===== config.mk =====
export PLATFORM = sky130hd
export DESIGN_NAME = nibble_serial_adder
export DESIGN_NICKNAME = d
export VERILOG_FILES = /design/src/rtl/nibble_serial_adder_pkg.sv /design/src/rtl/nibble_serial_adder_nibble_adder.sv /design/src/rtl/nibble_serial_adder.sv
export SDC_FILE = /design/constraint.sdc
export NUM_CORES = 1
export LEC_CHECK = 0
export BUFFER_PORTS_ARGS = -buffer_cell sky130_fd_sc_hd__buf_4
export CORE_ASPECT_RATIO = 1.2
export CORE_MARGIN = 1.5
export CORE_UTILIZATION = 45
export CTS_CLUSTER_DIAMETER = 100
export CTS_CLUSTER_SIZE = 12
export DETAILED_ROUTE_END_ITERATION = 12
export PLACE_DENSITY_LB_ADDON = 0.12
export SETUP_SLACK_MARGIN = 0.3
export SLEW_MARGIN = 10
export SYNTH_ARGS = -nofsm -noshare
export SYNTH_HDL_FRONTEND = slang
export SYNTH_SLANG_ARGS = --single-unit

===== constraint.sdc =====
create_clock -name clk -period 2.8 [get_ports clk]
set_input_delay 0.28 -clock clk [delete_from_list [all_inputs] [get_ports clk]]
set_output_delay 0.28 -clock clk [all_outputs]
set_load 0.1 [all_outputs]

===== src/rtl/nibble_serial_adder_pkg.sv =====
// Shared types and sizing helpers for the nibble-serial add/subtract unit.
package nibble_serial_adder_pkg;

    typedef enum logic [1:0] {
        IDLE = 2'd0,
        RUN  = 2'd1,
        DONE = 2'd2
    } state_t;

    localparam int NIB_W = 4;

    function automatic int nib_count(input int width);
        return width / NIB_W;
    endfunction

endpackage


===== src/rtl/nibble_serial_adder_nibble_adder.sv =====
// Purely combinational 4-bit ripple adder built from four full adders,
// used as the single arithmetic stage of the serial unit.
module full_adder (
    input  logic a,
    input  logic b,
    input  logic cin,
    output logic sum,
    output logic cout
);

    assign sum  = a ^ b ^ cin;
    assign cout = (a & b) | (cin & (a ^ b));

endmodule

module nibble_adder
    import nibble_serial_adder_pkg::*;
(
    input  logic [NIB_W-1:0] a,
    input  logic [NIB_W-1:0] b,
    input  logic             cin,
    output logic [NIB_W-1:0] sum,
    output logic             cout
);

    logic [NIB_W:0] c;

    assign c[0] = cin;

    for (genvar i = 0; i < NIB_W; i++) begin : g_fa
        full_adder u_fa (
            .a    (a[i]),
            .b    (b[i]),
            .cin  (c[i]),
            .sum  (sum[i]),
            .cout (c[i+1])
        );
    end

    assign cout = c[NIB_W];

endmodule


===== src/rtl/nibble_serial_adder.sv =====
// WIDTH-bit add/subtract that reuses one 4-bit adder stage, LSB nibble first,
// with a registered inter-nibble carry and valid/ready on both sides.
//
// state | meaning
// IDLE  | waiting for an operand pair; in_ready high
// RUN   | one nibble added per clock, idx selects the nibble
// DONE  | result held; out_valid high until out_ready
module nibble_serial_adder
    import nibble_serial_adder_pkg::*;
#(
    parameter int WIDTH = 16
) (
    input  logic             clk,
    input  logic             rst_n,
    input  logic             in_valid,
    output logic             in_ready,
    input  logic [WIDTH-1:0] in_a,
    input  logic [WIDTH-1:0] in_b,
    input  logic             in_sub,
    output logic             out_valid,
    input  logic             out_ready,
    output logic [WIDTH-1:0] out_sum,
    output logic             out_cout,
    output logic             out_ovf
);

    localparam int NIB   = nib_count(WIDTH);
    localparam int IDX_W = (NIB > 1) ? $clog2(NIB) : 1;

    state_t             state, state_d;
    logic [IDX_W-1:0]   idx;
    logic               carry;
    logic [WIDTH-1:0]   a_q;
    logic [WIDTH-1:0]   b_q;
    logic [WIDTH-1:0]   sum_q;
    logic               ovf_q;

    logic [NIB_W-1:0]   a_nib;
    logic [NIB_W-1:0]   b_nib;
    logic [NIB_W-1:0]   nib_sum;
    logic               nib_cout;
    logic               last;

    assign a_nib = a_q[idx*NIB_W +: NIB_W];
    assign b_nib = b_q[idx*NIB_W +: NIB_W];
    assign last  = (idx == IDX_W'(NIB - 1));

    nibble_adder u_stage (
        .a    (a_nib),
        .b    (b_nib),
        .cin  (carry),
        .sum  (nib_sum),
        .cout (nib_cout)
    );

    always_comb begin
        state_d = state;
        case (state)
            IDLE:    if (in_valid)  state_d = RUN;
            RUN:     if (last)      state_d = DONE;
            DONE:    if (out_ready) state_d = IDLE;
            default:                state_d = IDLE;
        endcase
    end

    always_ff @(posedge clk) begin
        if (!rst_n) begin
            state <= IDLE;
            idx   <= '0;
            carry <= 1'b0;
            a_q   <= '0;
            b_q   <= '0;
            sum_q <= '0;
            ovf_q <= 1'b0;
        end else begin
            state <= state_d;
            case (state)
                IDLE: begin
                    if (in_valid) begin
                        // subtract folds into A + ~B + 1: invert B here, seed carry with in_sub
                        a_q   <= in_a;
                        b_q   <= in_b ^ {WIDTH{in_sub}};
                        carry <= in_sub;
                        idx   <= '0;
                    end
                end
                RUN: begin
                    sum_q[idx*NIB_W +: NIB_W] <= nib_sum;
                    carry                     <= nib_cout;
                    if (last) begin
                        idx   <= '0;
                        ovf_q <= (a_q[WIDTH-1] == b_q[WIDTH-1]) &&
                                 (nib_sum[NIB_W-1] != a_q[WIDTH-1]);
                    end else begin
                        idx <= idx + 1'b1;
                    end
                end
                default: ;
            endcase
        end
    end

    assign in_ready  = (state == IDLE);
    assign out_valid = (state == DONE);
    assign out_sum   = sum_q;
    assign out_cout  = carry;
    assign out_ovf   = ovf_q;

endmodule

==> metrics.yaml, run 1 <==
drive_gt1_frac: 0.2538
synth_edf_count: 0
wl_um: 5419
p_int_w: 0.001126
place_congestion: 0.8535
synth_cell_types: 39
r2r_start: "idx[0]"
crit_fanout: 4
hpwl_um: 3914
stdcell_area_sq_um: 3128
antenna_cells: 0
root_buffer: "clkbuf_8"
drc: 0
worst_pin_slew_ps: 590.6
synth_top_flop_cell: "dfxtp_1"
placedInstanceArea_sq_um: 3047
clockPowerShare: 0.260
cp.required_ps: 2970
grt_pass1_wl_um: 9177
syn2layout_area_growth_pct: 20.19
relSlewSlack: 0.6057
ys_seq_area_frac: 0.4154
nNetsFinal: 378
synth_warnings: 0
finalCriticalPeriod_ps: 2704
clk_pin_slew_ps: 90
hold_violations: 0
clockBufferDepth: 2
r2r_cells: 10
die_area_sq_um: 6250
layout_commonest_cell: "buf_4"
finClkSkew_ps: 3.825
leakage_nw: 1.216
synth_area_sq_um: 2602
avgSynthCellArea_sq_um: 9.262
whs_ps: 216.9
setup_viol: 0
ir_worst_vdd_mv: 0.2741
rsz0062_at_grt: "true"
vias: 2087
routed_via_density: 5.284
power_density_nw_per_um2: 502.1
globalRouteOverflowTotal: 0
reg2reg_to: "out_ovf"
firstDrtPassIters: 4
whs_path_depth: 3
seq_power_share: 0.533
regToRegSetupSlack_ps: 100
crit_arrival_ps: 2870
min_to: "a_q[2]"
clock-sinks: 54
grt_start_max_net_pins: 52
grt_pass1_vias: 1966
ys_ff_latch: 54
htreeDepth: 2
grtUsageTotal: 0.1869
end_kind: "flop"
drv_slew: 0
critical_path_class: "flop to flop"
cts_tree: "done"
antenna_found_initial: 0
cts_buffers: 5
p_sw_w: 0.0004452
p_sw_frac: 0.2834
synth.net_count: 328
fin_crit_sh: 0.9659
async_flop_share: 0
post_cts_buffers: 0
core_area_sq_um: 5630
detail-route-antenna-nets: 0
hold_buffers: 0
max_freq_mhz: 369.8
hold_path_startpoint: "in_a[2]"
layout_setup_ws_ps: 95.58
cap_violations: 0
die_y_um: 86.31
outcome: "finished clean"
min_path_type: "input port to flop"
cp-start-kind: "flop"
first_iter_violations: 86
dieWidth_um: 72.42
worstSkewPairLatency_ps: 300
final_cell_mix: "63 x buf_4, 52 x dfxtp_1, 50 x nand2_1"
port_buffers: 56
rows: 30
wl_per_cell_um: 13.72
dp_slack_ps: 0.3304
synthCells: 281
io_pins: 57
initial_utilization: 0.4622
p_comb_frac: 0.208
[routing by layer]
layer	vias to the layer above	routed length, um	track usage
met3	13	185	0.03256
li1	1067	-	-
met2	55	2703	0.3173
met4	0	131	0.07719
met1	952	2398	0.2341
met5	-	0	0
[Yosys cell counts, drive strengths merged (2+ instances only)]
master	count	area share
nand3	2	0.0038
nand3b	5	0.014
fa	4	0.031
and2	2	0.0048
nand2b	2	0.0048
o32ai	2	0.0067
dfxtp	54	0.42
ha	6	0.029
inv	10	0.014
mux4	8	0.072
xnor2	16	0.054
nand4	4	0.0096
nor2b	2	0.0048
a21oi	31	0.060
buf	12	0.030
nor2	24	0.035
o22ai	2	0.0048
a211oi	16	0.046
nor3b	3	0.014
clkbuf	8	0.017
a22oi	3	0.0087
nand2	50	0.072
nand4b	5	0.017
[repair_timing]
item / 4_1_cts / 5_1_grt
resized for setup: 2 / 1
endpoints found under the setup margin: 8 / 9
endpoints found under the hold margin: 0 / 0
pin swaps: 2 / 1
[area by class of cell]
type / count / area (sq um)
repair buffers: 63 / 473.0
multi-input cells: 196 / 1371
inverters: 11 / 41.29
clock buffers: 7 / 76.32
well taps: 64 / 80.08
flip-flops and latches: 54 / 1086
fillers: 537 / 2502
[state kept, by name, indices dropped and copies added (netlist names)]
name      count
b_q          16
out_ovf       1
idx           2
out_cout      1
out_sum      16
a_q          16
state         2
[power by group through the flow]
stage               sequential [W]  combinational (W)  clock [W]
finish                    0.000837           0.000326   0.000408
global route              0.000844           0.000358   0.000451
CTS                       0.000837           0.000327   0.000422
detailed placement        0.000855           0.000326          0
global placement          0.000854           0.000322          0
floorplan                 0.000877           0.000204          0
[cell families (layout without fill, tap and decap cells)]
family          count (synthesis)  after routing  share of synthesized area
buf+inv                        31             81                    0.06298
simple gates                  104            104                     0.1957
flops                          54             54                     0.4154
compound gates                 57             57                     0.1365
fa+ha+maj                      10             10                    0.05962
xor+xnor                       16             16                    0.05384
mux                             9              9                    0.07596
[stage by stage]
step	utilization	power [W]	instances	setup TNS, ps
final	0.5556	0.001571	395	0
after global routing	0.5556	0.001652	395	-63.05
after CTS	0.5544	0.001587	395	0
after detailed placement	0.5411	0.001182	388	0
after global placement	0.5411	0.001176	388	0
after floorplan	-	0.001082	281	-182.5
[how the worst max path moves through the flow]
stage          cells past startpoint    from  slack, ps      end
3_5_place_dp                      10  idx[0]        0.3  out_ovf
2_1_floorplan                     12  idx[0]       -180  out_ovf
4_1_cts                           10  idx[0]         80  out_ovf
3_3_place_gp                      10  idx[0]         40  out_ovf
6_report                          10  idx[0]        100  out_ovf
5_1_grt                           10  idx[0]        -60  out_ovf
[critical path, stage by stage, from the launching register on]
cell and delay [ps]:
dfxtp_4 380, mux4_2 520, fa_2 370, inv_2 60
fa_2 180, fa_1 160, inv_1 50, fa_1 490
and3b_1 170, a21oi_1 120, a311oi_1 90
Power figures use the tool's default switching activity.
==> inputs of run 2 (changes only) <==
==> constraint.sdc (replaced) <==
create_clock -name clk -period 3.37 [get_ports clk]
set_input_delay 0.337 -clock clk [delete_from_list [all_inputs] [get_ports clk]]
set_output_delay 0.337 -clock clk [all_outputs]
set_load 0.1 [all_outputs]
==> metrics.yaml, run 2 (synthesized netlist as in run 1, its figures left out) <==
outcome: "finished clean"
setup_viol: 0
clockBufferDepth: 2
globalRouteOverflowTotal: 0
crit_chain: "buf_6 -> mux4_2 -> fa_1 -> inv_1 -> fa_2 -> fa_1 -> inv_1 -> fa_2 -> and3b_1 -> a21oi_2 -> a311oi_1"
drc: 0
p_int_w: 0.001112
cap_violations: 0
drv_slew: 0
dieWidth_um: 72.42
dp_slack_ps: 270.4
place_congestion: 0.8370
finClkSkew_ps: 10.52
regToRegSetupSlack_ps: 420
worst_pin_slew_ps: 913.1
cp.required_ps: 3570
wl_um: 5398
final_cell_mix: "65 x buf_4, 51 x dfxtp_1, 50 x nand2_1"
root_buffer: "clkbuf_8"
leakage_nw: 1.263
n_fill_cell: 542
vias: 2074
tns_ps: 0
layout_setup_ws_ps: 415.7
ir_worst_vdd_mv: 0.2402
syn2layout_area_growth_pct: 23.61
critical_path_class: "flop to flop"
port_buffers: 56
relSlewSlack: 0.3875
firstDrtPassIters: 4
power_density_nw_per_um2: 464.8
rows: 30
detail-route-antenna-nets: 0
clk_pin_slew_ps: 90
initial_utilization: 0.4622
core_area_sq_um: 5630
crit_fanout: 5
nNetsFinal: 381
grtUsageTotal: 0.1829
p_sw_frac: 0.2561
htreeDepth: 2
io_pins: 57
cts_tree: "done"
whs_ps: 265.8
first_iter_violations: 53
grt_start_max_net_pins: 49
routed_via_density: 5.198
slowest_delay_ps: 500
slowest_stage: "mux4_2"
cp-start-kind: "flop"
p_comb_frac: 0.183
clock-sinks: 54
layout_commonest_cell: "buf_4"
rsz0062_at_grt: "false"
max_freq_mhz: 338.5
fin_crit_sh: 0.8767
antenna_cells: 0
seq_power_share: 0.465
drive_gt1_frac: 0.2687
worstSkewPairLatency_ps: 310
clockPowerShare: 0.352
p_sw_w: 0.0003829
die_area_sq_um: 6250
grt_pass1_vias: 1967
hold_violations: 0
grt_pass1_wl_um: 8963
path_buf_inv: 3
crit_arrival_ps: 3150
cts_buffers: 5
min_path_type: "input port to flop"
finalCriticalPeriod_ps: 2954
hpwl_um: 3976
antenna_found_initial: 0
end_kind: "flop"
wl_per_cell_um: 13.53
cp_top_family: "adder cells"
die_y_um: 86.31
-- run 2: stage by stage --
stage / instances / cell area, sq um / total power, W / util
4_1_cts: 396 / 3186 / 0.001504 / 0.5658
3_5_place_dp: 388 / 3040 / 0.0009768 / 0.5400
3_3_place_gp: 388 / 3040 / 0.0009737 / 0.5400
5_1_grt: 399 / 3217 / 0.001564 / 0.5713
2_1_floorplan: 281 / 2606 / 0.0008959 / -
6_report: 399 / 3217 / 0.001495 / 0.5713
-- run 2: worst reg2reg max path: stages, from the launching register on --
cell and delay, ps:
dfxtp_2 370, buf_6 120, mux4_2 500, fa_1 360, inv_1 80, fa_2 200
fa_1 170, inv_1 60, fa_2 480, and3b_1 240, a21oi_2 30, a311oi_1 240
-- run 2: metal layers --
metal | wire length, um | vias to the layer above | part of all wire | GRT usage
li1 | - | 1075 | - | -
met1 | 2328 | 939 | 0.43 | 0.2101
met2 | 2783 | 52 | 0.52 | 0.3401
met3 | 213 | 8 | 0.039 | 0.03372
met4 | 72 | 0 | 0.013 | 0.05660
met5 | 0 | - | 0 | 0
-- run 2: what timing repair did --
item / in CTS / in global routing
hold buffers: 0 / 0
pin swaps: 0 / 1
endpoints found under the hold margin: 0 / 0
setup buffers: 0 / 3
endpoints found under the setup margin: 1 / 1
gates resized for setup: 1 / 6
-- run 2: final timing paths --
kind | from | endpoint | cells past startpoint
max | idx[0] | out_ovf | 11
min | in_a[13] | a_q[13] | 3
max reg2reg | idx[0] | out_ovf | 11
min reg2reg | out_sum[9] | out_sum[9] | 2
-- run 2: cell type report --
| cell class | count | area [sq um] | share of cell area |
|---|---|---|---|
| clock buffer | 6 | 82.58 | 0.02567 |
| clock inverter | 2 | 60.06 | 0.01867 |
| inverter | 11 | 41.29 | 0.01284 |
| multi-input combinational | 196 | 1369 | 0.4255 |
| sequential | 54 | 1085 | 0.3372 |
| tap | 64 | 80.08 | 0.02489 |
| timing repair buffer | 66 | 499.2 | 0.1552 |
-- run 2: power groups by stage --
stage / combinational, W / clock (W) / sequential [W]
2_1_floorplan: 0.000167 / 0 / 0.000729
3_3_place_gp: 0.000265 / 0 / 0.000709
3_5_place_dp: 0.000266 / 0 / 0.000710
4_1_cts: 0.000268 / 0.000541 / 0.000695
5_1_grt: 0.000300 / 0.000563 / 0.000701
6_report: 0.000274 / 0.000526 / 0.000696
